[src/rtl/unit_test_result_writer_pkg.sv]
// Shared types for the unit-test result writer: record kinds, record entry and FSM states.
// UT_RESULT_TIMESTAMP_EN adds a 16-bit timestamp field to every record entry.
package unit_test_hw_pkg;

  typedef enum logic [1:0] {
    REC_START    = 2'd0,
    REC_FAIL     = 2'd1,
    REC_SUM_PASS = 2'd2,
    REC_SUM_FAIL = 2'd3
  } rec_kind_e;

  typedef struct packed {
`ifdef UT_RESULT_TIMESTAMP_EN
    logic [15:0] ts;
`endif
    rec_kind_e   kind;
    logic [31:0] data;
  } rec_t;

  typedef enum logic [1:0] {
    ST_IDLE  = 2'd0,
    ST_RUN   = 2'd1,
    ST_SUM_P = 2'd2,
    ST_SUM_F = 2'd3
  } state_e;

endpackage

[src/rtl/unit_test_result_writer_if.sv]
// Record stream between the result writer (master) and the bench-side logger (slave).
// UT_RESULT_TIMESTAMP_EN adds the rec_ts signal.
interface unit_test_result_writer_if;
  logic        rec_valid;
  logic        rec_ready;
  logic [1:0]  rec_kind;
  logic [31:0] rec_data;
`ifdef UT_RESULT_TIMESTAMP_EN
  logic [15:0] rec_ts;

  modport master (output rec_valid, output rec_kind, output rec_data, output rec_ts, input rec_ready);
  modport slave  (input rec_valid, input rec_kind, input rec_data, input rec_ts, output rec_ready);
`else
  modport master (output rec_valid, output rec_kind, output rec_data, input rec_ready);
  modport slave  (input rec_valid, input rec_kind, input rec_data, output rec_ready);
`endif
endinterface

[src/rtl/unit_test_result_writer_rec_fifo.sv]
// First-word fall-through record FIFO; head reads as all-zero while empty.
// Push while full is accepted only when a pop happens in the same cycle.
module unit_test_rec_fifo
  import unit_test_hw_pkg::*;
#(
  parameter int DEPTH = 8
) (
  input  logic clk,
  input  logic rst_n,
  input  logic push_i,
  input  rec_t data_i,
  input  logic pop_i,
  output rec_t data_o,
  output logic full_o,
  output logic empty_o
);

  localparam int AW = $clog2(DEPTH);
  localparam logic [AW:0] FULL_CNT = DEPTH[AW:0];

  rec_t            mem_q [DEPTH];
  logic [AW-1:0]   wr_q;
  logic [AW-1:0]   rd_q;
  logic [AW:0]     cnt_q;
  logic            push_ok;
  logic            pop_ok;

  assign full_o  = (cnt_q == FULL_CNT);
  assign empty_o = (cnt_q == '0);
  assign push_ok = push_i & (!full_o | pop_i);
  assign pop_ok  = pop_i & !empty_o;
  assign data_o  = empty_o ? '0 : mem_q[rd_q];

  always_ff @(posedge clk) begin
    if (push_ok) begin
      mem_q[wr_q] <= data_i;
    end
  end

  always_ff @(posedge clk) begin
    if (!rst_n) begin
      wr_q  <= '0;
      rd_q  <= '0;
      cnt_q <= '0;
    end else begin
      if (push_ok) begin
        wr_q <= wr_q + AW'(1);
      end
      if (pop_ok) begin
        rd_q <= rd_q + AW'(1);
      end
      case ({push_ok, pop_ok})
        2'b10:   cnt_q <= cnt_q + (AW+1)'(1);
        2'b01:   cnt_q <= cnt_q - (AW+1)'(1);
        default: cnt_q <= cnt_q;
      endcase
    end
  end

endmodule

[src/rtl/unit_test_result_writer.sv]
// Unit-test result writer: counts checker events and streams START/FAIL/SUMMARY records.
// Optional macro UT_RESULT_TIMESTAMP_EN stamps each record with a 16-bit cycle count.
module unit_test_result_writer
  import unit_test_hw_pkg::*;
#(
  parameter int ID_W  = 16,
  parameter int CNT_W = 16,
  parameter int DEPTH = 8
) (
  input  logic                        clk,
  input  logic                        rst_n,
  input  logic                        start_i,
  input  logic [ID_W-1:0]             test_num_i,
  input  logic                        finish_i,
  input  logic                        check_valid_i,
  input  logic                        check_pass_i,
  input  logic [ID_W-1:0]             check_id_i,
  unit_test_result_writer_if.master   rec_if,
  output logic                        busy_o,
  output logic                        done_o,
  output logic                        overflow_o,
  output logic                        proto_err_o
);

  state_e           state_q;
  logic [CNT_W-1:0] pass_cnt_q;
  logic [CNT_W-1:0] fail_cnt_q;
  logic             done_q;
  logic             overflow_q;
  logic             proto_err_q;
  logic             push_s;
  logic             accept_s;
  logic             pop_s;
  logic             full_s;
  logic             empty_s;
  rec_t             push_rec_s;
  rec_t             head_s;

`ifdef UT_RESULT_TIMESTAMP_EN
  logic [15:0] ts_q;
  logic [15:0] ts_d;

  // Stamp is the counter value after the push edge, so START carries 0.
  always_comb begin
    if (state_q == ST_IDLE) begin
      ts_d = start_i ? 16'd0 : ts_q;
    end else begin
      ts_d = ts_q + 16'd1;
    end
  end

  always_ff @(posedge clk) begin
    if (!rst_n) begin
      ts_q <= 16'd0;
    end else begin
      ts_q <= ts_d;
    end
  end

  assign rec_if.rec_ts = head_s.ts;
`endif

  // Record to push this cycle; summary states only request a push when there is space.
  always_comb begin
    push_s     = 1'b0;
    push_rec_s = '0;
    case (state_q)
      ST_IDLE: begin
        push_s          = start_i;
        push_rec_s.kind = REC_START;
        push_rec_s.data = 32'(test_num_i);
      end
      ST_RUN: begin
        push_s          = check_valid_i & !check_pass_i;
        push_rec_s.kind = REC_FAIL;
        push_rec_s.data = 32'(check_id_i);
      end
      ST_SUM_P: begin
        push_s          = !full_s;
        push_rec_s.kind = REC_SUM_PASS;
        push_rec_s.data = 32'(pass_cnt_q);
      end
      ST_SUM_F: begin
        push_s          = !full_s;
        push_rec_s.kind = REC_SUM_FAIL;
        push_rec_s.data = 32'(fail_cnt_q);
      end
      default: begin
        push_s     = 1'b0;
        push_rec_s = '0;
      end
    endcase
`ifdef UT_RESULT_TIMESTAMP_EN
    push_rec_s.ts = ts_d;
`endif
  end

  assign pop_s    = !empty_s & rec_if.rec_ready;
  assign accept_s = push_s & (!full_s | pop_s);

  unit_test_rec_fifo #(.DEPTH(DEPTH)) u_fifo (
    .clk     (clk),
    .rst_n   (rst_n),
    .push_i  (push_s),
    .data_i  (push_rec_s),
    .pop_i   (pop_s),
    .data_o  (head_s),
    .full_o  (full_s),
    .empty_o (empty_s)
  );

  // Test sequencing FSM with saturating counters and sticky error flags.
  always_ff @(posedge clk) begin
    if (!rst_n) begin
      state_q     <= ST_IDLE;
      pass_cnt_q  <= '0;
      fail_cnt_q  <= '0;
      done_q      <= 1'b0;
      overflow_q  <= 1'b0;
      proto_err_q <= 1'b0;
    end else begin
      done_q <= 1'b0;
      case (state_q)
        ST_IDLE: begin
          if (start_i) begin
            pass_cnt_q <= '0;
            fail_cnt_q <= '0;
            state_q    <= ST_RUN;
          end
        end
        ST_RUN: begin
          if (start_i) begin
            proto_err_q <= 1'b1;
          end
          if (check_valid_i) begin
            if (check_pass_i) begin
              if (pass_cnt_q != '1) begin
                pass_cnt_q <= pass_cnt_q + CNT_W'(1);
              end
            end else begin
              if (fail_cnt_q != '1) begin
                fail_cnt_q <= fail_cnt_q + CNT_W'(1);
              end
              if (!accept_s) begin
                overflow_q <= 1'b1;
              end
            end
          end
          if (finish_i) begin
            state_q <= ST_SUM_P;
          end
        end
        ST_SUM_P: begin
          if (start_i) begin
            proto_err_q <= 1'b1;
          end
          if (!full_s) begin
            state_q <= ST_SUM_F;
          end
        end
        ST_SUM_F: begin
          if (start_i) begin
            proto_err_q <= 1'b1;
          end
          if (!full_s) begin
            done_q  <= 1'b1;
            state_q <= ST_IDLE;
          end
        end
        default: state_q <= ST_IDLE;
      endcase
    end
  end

  assign rec_if.rec_valid = !empty_s;
  assign rec_if.rec_kind  = head_s.kind;
  assign rec_if.rec_data  = head_s.data;
  assign busy_o           = (state_q != ST_IDLE);
  assign done_o           = done_q;
  assign overflow_o       = overflow_q;
  assign proto_err_o      = proto_err_q;

endmodule

[src/flat_wrapper.sv]
// flat-port wrapper written by rule: the top's interface ports become plain ports
module unit_test_result_writer_flat import unit_test_hw_pkg::*;
#(
  parameter int ID_W  = 16,
  parameter int CNT_W = 16,
  parameter int DEPTH = 8
)
  (clk, rst_n, start_i, test_num_i, finish_i, check_valid_i, check_pass_i, check_id_i, busy_o, done_o, overflow_o, proto_err_o, rec_if_rec_valid, rec_if_rec_kind, rec_if_rec_data, rec_if_rec_ready);
  unit_test_result_writer_if rec_if_i ();
  input  logic clk;
  input  logic rst_n;
  input  logic start_i;
  input  logic [ID_W-1:0] test_num_i;
  input  logic finish_i;
  input  logic check_valid_i;
  input  logic check_pass_i;
  input  logic [ID_W-1:0] check_id_i;
  output logic busy_o;
  output logic done_o;
  output logic overflow_o;
  output logic proto_err_o;
  output wire logic [$bits(rec_if_i.rec_valid)-1:0] rec_if_rec_valid;
  output wire logic [$bits(rec_if_i.rec_kind)-1:0] rec_if_rec_kind;
  output wire logic [$bits(rec_if_i.rec_data)-1:0] rec_if_rec_data;
  input wire logic [$bits(rec_if_i.rec_ready)-1:0] rec_if_rec_ready;
  assign rec_if_rec_valid = rec_if_i.rec_valid;
  assign rec_if_rec_kind = rec_if_i.rec_kind;
  assign rec_if_rec_data = rec_if_i.rec_data;
  assign rec_if_i.rec_ready = rec_if_rec_ready;
  unit_test_result_writer #(.ID_W(ID_W), .CNT_W(CNT_W), .DEPTH(DEPTH)) u_core (.clk(clk), .rst_n(rst_n), .start_i(start_i), .test_num_i(test_num_i), .finish_i(finish_i), .check_valid_i(check_valid_i), .check_pass_i(check_pass_i), .check_id_i(check_id_i), .rec_if(rec_if_i), .busy_o(busy_o), .done_o(done_o), .overflow_o(overflow_o), .proto_err_o(proto_err_o));
endmodule
[config.mk]
export PLATFORM = sky130hd
export DESIGN_NAME = unit_test_result_writer_flat
export DESIGN_NICKNAME = d
export VERILOG_FILES = /design/src/rtl/unit_test_result_writer_pkg.sv /design/src/rtl/unit_test_result_writer_if.sv /design/src/rtl/unit_test_result_writer_rec_fifo.sv /design/src/rtl/unit_test_result_writer.sv /design/src/flat_wrapper.sv
export SDC_FILE = /design/constraint.sdc
export NUM_CORES = 1
export LEC_CHECK = 0
export BUFFER_PORTS_ARGS = -buffer_cell sky130_fd_sc_hd__buf_2
export CAP_MARGIN = 20
export CORE_UTILIZATION = 39
export DETAILED_ROUTE_END_ITERATION = 8
export PLACE_DENSITY = 0.67
export SKIP_LAST_GASP = 1
export SLEW_MARGIN = 20
export SYNTH_ARGS = -nofsm -noshare
export SYNTH_HDL_FRONTEND = slang
export SYNTH_SLANG_ARGS = --single-unit
[constraint.sdc]
create_clock -name clk -period 3.35 [get_ports clk]
set_input_delay 0.67 -clock clk [delete_from_list [all_inputs] [get_ports clk]]
set_output_delay 0.67 -clock clk [all_outputs]
set_load 0.05 [all_outputs]
# [After elaboration in Yosys (flattened, before gate mapping)]
# Memory sizes are Yosys's and may differ from the RTL's. A register that Yosys moved wholly into a read port is not among the register bits.
# Cells that the tools add are included.
[totals] out_inout_bits=39 register_bits=47 ramBits=272 mem_bits_ro=0 word_cells=79 latch_bits=0 mem_count=1
[classes] n_bitwise=7 multipliers=0 n_shift=0 add_sub_neg=6 n_lt_le_gt_ge=0 div_mod_pow=0 reduce_logical=16 eq_ne=17 muxes=23
[memory_table] name="u_core.u_fifo.mem_q" depth=8 word_bits=34 rd=1 rd_clocked_by_memory_dff=1 wr=1 line_no="unit_test_result_writer_rec_fifo.sv:21" rtl="rec_t mem_q [DEPTH];"
[op_table] operator="case mux 34 bit (4 select lines)" count=1
[op_table] operator="2-to-1 mux 16 bit" count=7
[op_table] operator="case mux 16 bit (2 select lines)" count=2
[op_table] operator="2-to-1 mux 34 bit" count=1
[op_table] operator="adder 16 x 1 -> 16 bit (second input constant)" count=2
[op_table] operator="!= test 16 bit (second input constant)" count=2
[op_table] operator="!= test 2 bit (second input constant)" count=7
[op_table] operator="AND reduction 5 bit" count=2
[op_table] operator="2-to-1 mux 2 bit" count=4
[op_table] operator="case mux 2 bit (4 select lines)" count=1
[op_table] operator="case mux 4 bit (2 select lines)" count=1
[op_table] operator="AND reduction 4 bit" count=2
[op_table] operator="adder 3 x 1 -> 3 bit (second input constant)" count=2
[op_table] operator="equality test 2 bit (second input constant)" count=3
[op_table] operator="2-to-1 mux 3 bit" count=2
[op_table] operator="nonzero test 2 bit" count=3
[op_table] operator="adder 4 x 1 -> 4 bit (second input constant)" count=1
[op_table] operator="bitwise AND 1 bit" count=4
[op_table] operator="equality test 2 x 1 -> 1 bit (second input constant)" count=2
[op_table] operator="equality test 4 bit (second input constant)" count=1
[op_table] operator="logical NOT 4 bit" count=1
[op_table] operator="!= test 2 x 1 -> 1 bit (second input constant)" count=2
[op_table] operator="AND reduction 2 bit" count=2
[op_table] operator="subtractor 4 x 1 -> 4 bit (second input constant)" count=1
[op_table] operator="other kinds (8)" count=13

# [Logic depth before layout (Yosys ltp)]
[logic_depth] ltp_word=7 depth_mapped=13 mapped_depth_nobuf=13

# [Modules after synthesis]
# From an unflattened synthesis, not the netlist that was laid out.
[hier_totals] cells_unflattened=839 hier_area_um2=13472.9
[by_module_without_submodules] module="unit_test_rec_fifo" instances=1 area_per_inst_um2=10988.0 seq_area_each_um2=8428.1 cells_per_inst=504
[by_module_without_submodules] module="unit_test_result_writer" instances=1 area_per_inst_um2=2484.9 seq_area_each_um2=740.7 cells_per_inst=335

# [Worst setup path before layout]
# No wires, ideal clock.
[synth_path] path_kind="input -> register" from="input port check_pass_i" to="memory u_core.u_fifo.mem_q[5][0] (netlist bit) (enable)" path_slack_ns=-0.080 setup_time_ns=0.420 n_path_buf=0 t_arrival_ns=3.010 stages=5 required_ns=2.930 cell_sequence="and3b_1 -> nor2_1 -> a221oi_2 -> nand2_1 -> nor3b_1"
[synth_between] elab_chain_len=6
[synth_rtl] item="start, declared" line_no="flat_wrapper.sv:16" rtl="input logic check_pass_i;"
[synth_rtl] item="logical NOT 1 bit" line_no="unit_test_result_writer.sv:74" rtl="push_s = check_valid_i & !check_pass_i;"
[synth_rtl] item="bitwise AND 1 bit" line_no="unit_test_result_writer.sv:74"
[synth_rtl] item="case mux 1 bit (3 select lines)" line_no="unit_test_result_writer.sv:67" rtl="case (state_q)"
[synth_rtl] item="bitwise AND 1 bit" line_no="unit_test_result_writer_rec_fifo.sv:30" rtl="assign push_ok = push_i & (!full_o | pop_i);"
[synth_rtl] item="2-to-1 mux 1 bit" line_no="unit_test_result_writer_rec_fifo.sv:35" rtl="if (push_ok) begin"
[synth_rtl] item="2-to-1 mux 1 bit (implied by the code)" line_no="unit_test_result_writer_rec_fifo.sv:36" rtl="mem_q[wr_q] <= data_i;"
[synth_rtl] item="end, declared" line_no="unit_test_result_writer_rec_fifo.sv:21"
# No other way between the ends.

==> summary.txt <==
first-pass GRT wire length - 30.1 mm
CTS buffer count - 17
Worst Tran Pin Value - 877 ps
final setup fails - 0
core box area - 21900 um^2
Hold WC Path Type - flop to flop
Worst IR Drop VDD - 0.493 mV
post-CTS sizing - 0
FF+latch count, synth - 194
fin crit period - 2990 ps
FILL cells - 1960
count leader, synth - edfxtp_1
vias in the first global route - 5275
Synth area leaders - edfxtp_1 (49%), dfxtp_1 (11%), mux4_2 (9.3%), mux2i_1 (4.5%), a222oi_1 (1.8%)
fin util - 45.7%
H-tree depth - 4
Root Buffer - clkbuf_16
CP arrival - 2320 ps
final worst slack - 355 ps
final hold viol count - 0
Synth Flop Type - edfxtp_1
synth warn - 0
EDFF count, synth - 144
Syn Std Cell Area - 8740 um^2
DIE AREA - 23000 um^2
area leader, netlist - edfxtp_1
hold wc startpoint - u_core.overflow_o
DR iter-0 viols - 443
worst path required time - 2680 ps
max_cap viols - 0
Post-Syn Area per Cell - 13.7 um^2
period utilization - 89.4%
Ant. Diodes - 0
CTS tree - built
TritonRoute pass-1 iters - 6
area delta synth->final - 14.5%
pre-CTS setup slack - 508 ps
WL final - 19.4 mm
status - finished, final reports clean
via count - 5458
Post-synth top cells - edfxtp_1 (144), dfxtp_1 (50), nor2_1 (41)
hpwl dp - 12.8 mm
Synth cell types - 63
Global Route Usage Sum - 17.8%
largest net degree at the start of global routing - 42
Syn Inst Count - 636
clock sink count - 194
post-layout net count - 752
Ports - 78
GP Congestion - 0.846
critical path peak fanout - 15
register area share after synthesis - 60.9%
Die Ht - 152 um
CTS max path bufs - 2
share of post-route cells with drive strength above 1 - 24.6%
Clock Pin Slew Worst Setup and Hold Paths - 70 ps
multi-input logic area - 3140 um^2
Port Buffer Count - 61
# rows - 54
# DRC - 0
Clock Latency Late Sink - 450 ps
Sequential Area - 5330 um^2
post-CTS setup buffer count - 0
Crit. End Element - output pin
initial core utilization - 39.9%
placed cell count - 962
Critical R2R Launch - u_core.u_fifo.cnt_q[0]
antenna viol nets, final - 0
Final Skew - 18.1 ps
total grt overflow - 0
number of standard cells in the layout, taps in and fillers out - 994
post-synth top area share - 49.5%
async set-reset flop share out of synthesis - 0%
CP Class - flop to output pin
Die W - 152 um
fin. max-slew vios - 0
Lkg Pwr - 0.00345 uW
unrepaired setup endpoints after global routing - false
fmax - 0.334 GHz
Hold-fix buffers, CTS - 0
wire per inst - 19.5 um
Via density - 5.49
initial antenna violation count - 0
Pwr per Cell Area - 896 nW/um^2
Slew HR - 41.0%
Setup crit start kind - flop
==> metrics by stage <==
step / instance area [um^2] / TNS (ps) / total power (uW) / hold WS [ps]
2_1_floorplan: 8810 / -2560 / 6030 / 454
5_1_grt: 10000 / 0 / 9430 / 498
3_3_place_gp: 9410 / 0 / 6970 / 446
3_5_place_dp: 9410 / 0 / 7030 / 455
6_report: 10000 / 0 / 8970 / 465
4_1_cts: 10000 / 0 / 9040 / 471
==> cell usage in the layout, fill, tap and decap left out, types with 17 or more instances in the layout <==
cell,Yosys,final
edfxtp_1,144,144
buf_2,5,61
dfxtp_1,50,49
mux2i_1,39,39
nor2_1,41,39
mux4_2,36,36
nand2_1,32,32
inv_1,26,26
o21ai_0,23,23
a21oi_1,21,21
buf_4,17,19
nand3_1,17,17
clkbuf_16,0,17
==> sequential cells by signal (all words and copies together) (netlist names), 2 cells and up, named ones only <==
name,count
u_core.u_fifo.cnt_q,4
u_core.pass_cnt_q,16
u_core.u_fifo.wr_q,3
u_core.fail_cnt_q,16
u_core.u_fifo.rd_q,3
u_core.state_q,2
u_core.u_fifo.mem_q,144
==> critical path: stages (launching register included) <==
cell,delay [ps]
dfxtp_2,620
buf_12,240
mux4_2,530
mux2i_1,210
nor2_1,60
buf_2,210
==> layout make-up <==
class	instances	area share (%)
Tap cell	280	3.50
Clock inverter	15	1.77
Inverter	27	1.01
Sequential cell	194	53.2
Clock buffer	17	4.25
Timing Repair Buffer	82	4.87
Multi-Input combinational cell	379	31.4
==> logic make-up (layout without fill, tap and decap cells) <==
family	Yosys count	after routing	share of synthesized area [%]
buf+inv	78	141	4.16
fa+ha+maj	12	12	1.72
flops	194	194	60.9
simple gates	168	168	10.5
compound gates	95	95	7.57
xor+xnor	12	12	1.20
other cells	1	16	0.0429
mux	76	76	13.9
==> per-layer routing <==
layer | global-route usage (%) | part of all wire, %
met3 | 3.11 | 4.5
met4 | 4.55 | 1.1
met1 | 25.0 | 46
met5 | 0 | 0
met2 | 28.6 | 49
==> power breakdown <==
group / internal, uW / switching, uW / total (uW) / leakage (uW)
registers: 3220 / 190 / 3410 / 0.00173
clock network: 1020 / 1020 / 2030 / 0.000291
logic: 1150 / 2380 / 3530 / 0.00143
total: 5390 / 3580 / 8970 / 0.00345
==> worst paths after layout <==
check                                         endpoint  slack (ps)  depth (start not counted)
worst max register to register  u_core.u_fifo.cnt_q[2]         600                         11
worst min register to register       u_core.overflow_o         460                          2
worst max-delay path                rec_if_rec_data[8]         360                          5
worst min-delay path                 u_core.overflow_o         460                          2
Power figures use the tool's default switching activity.
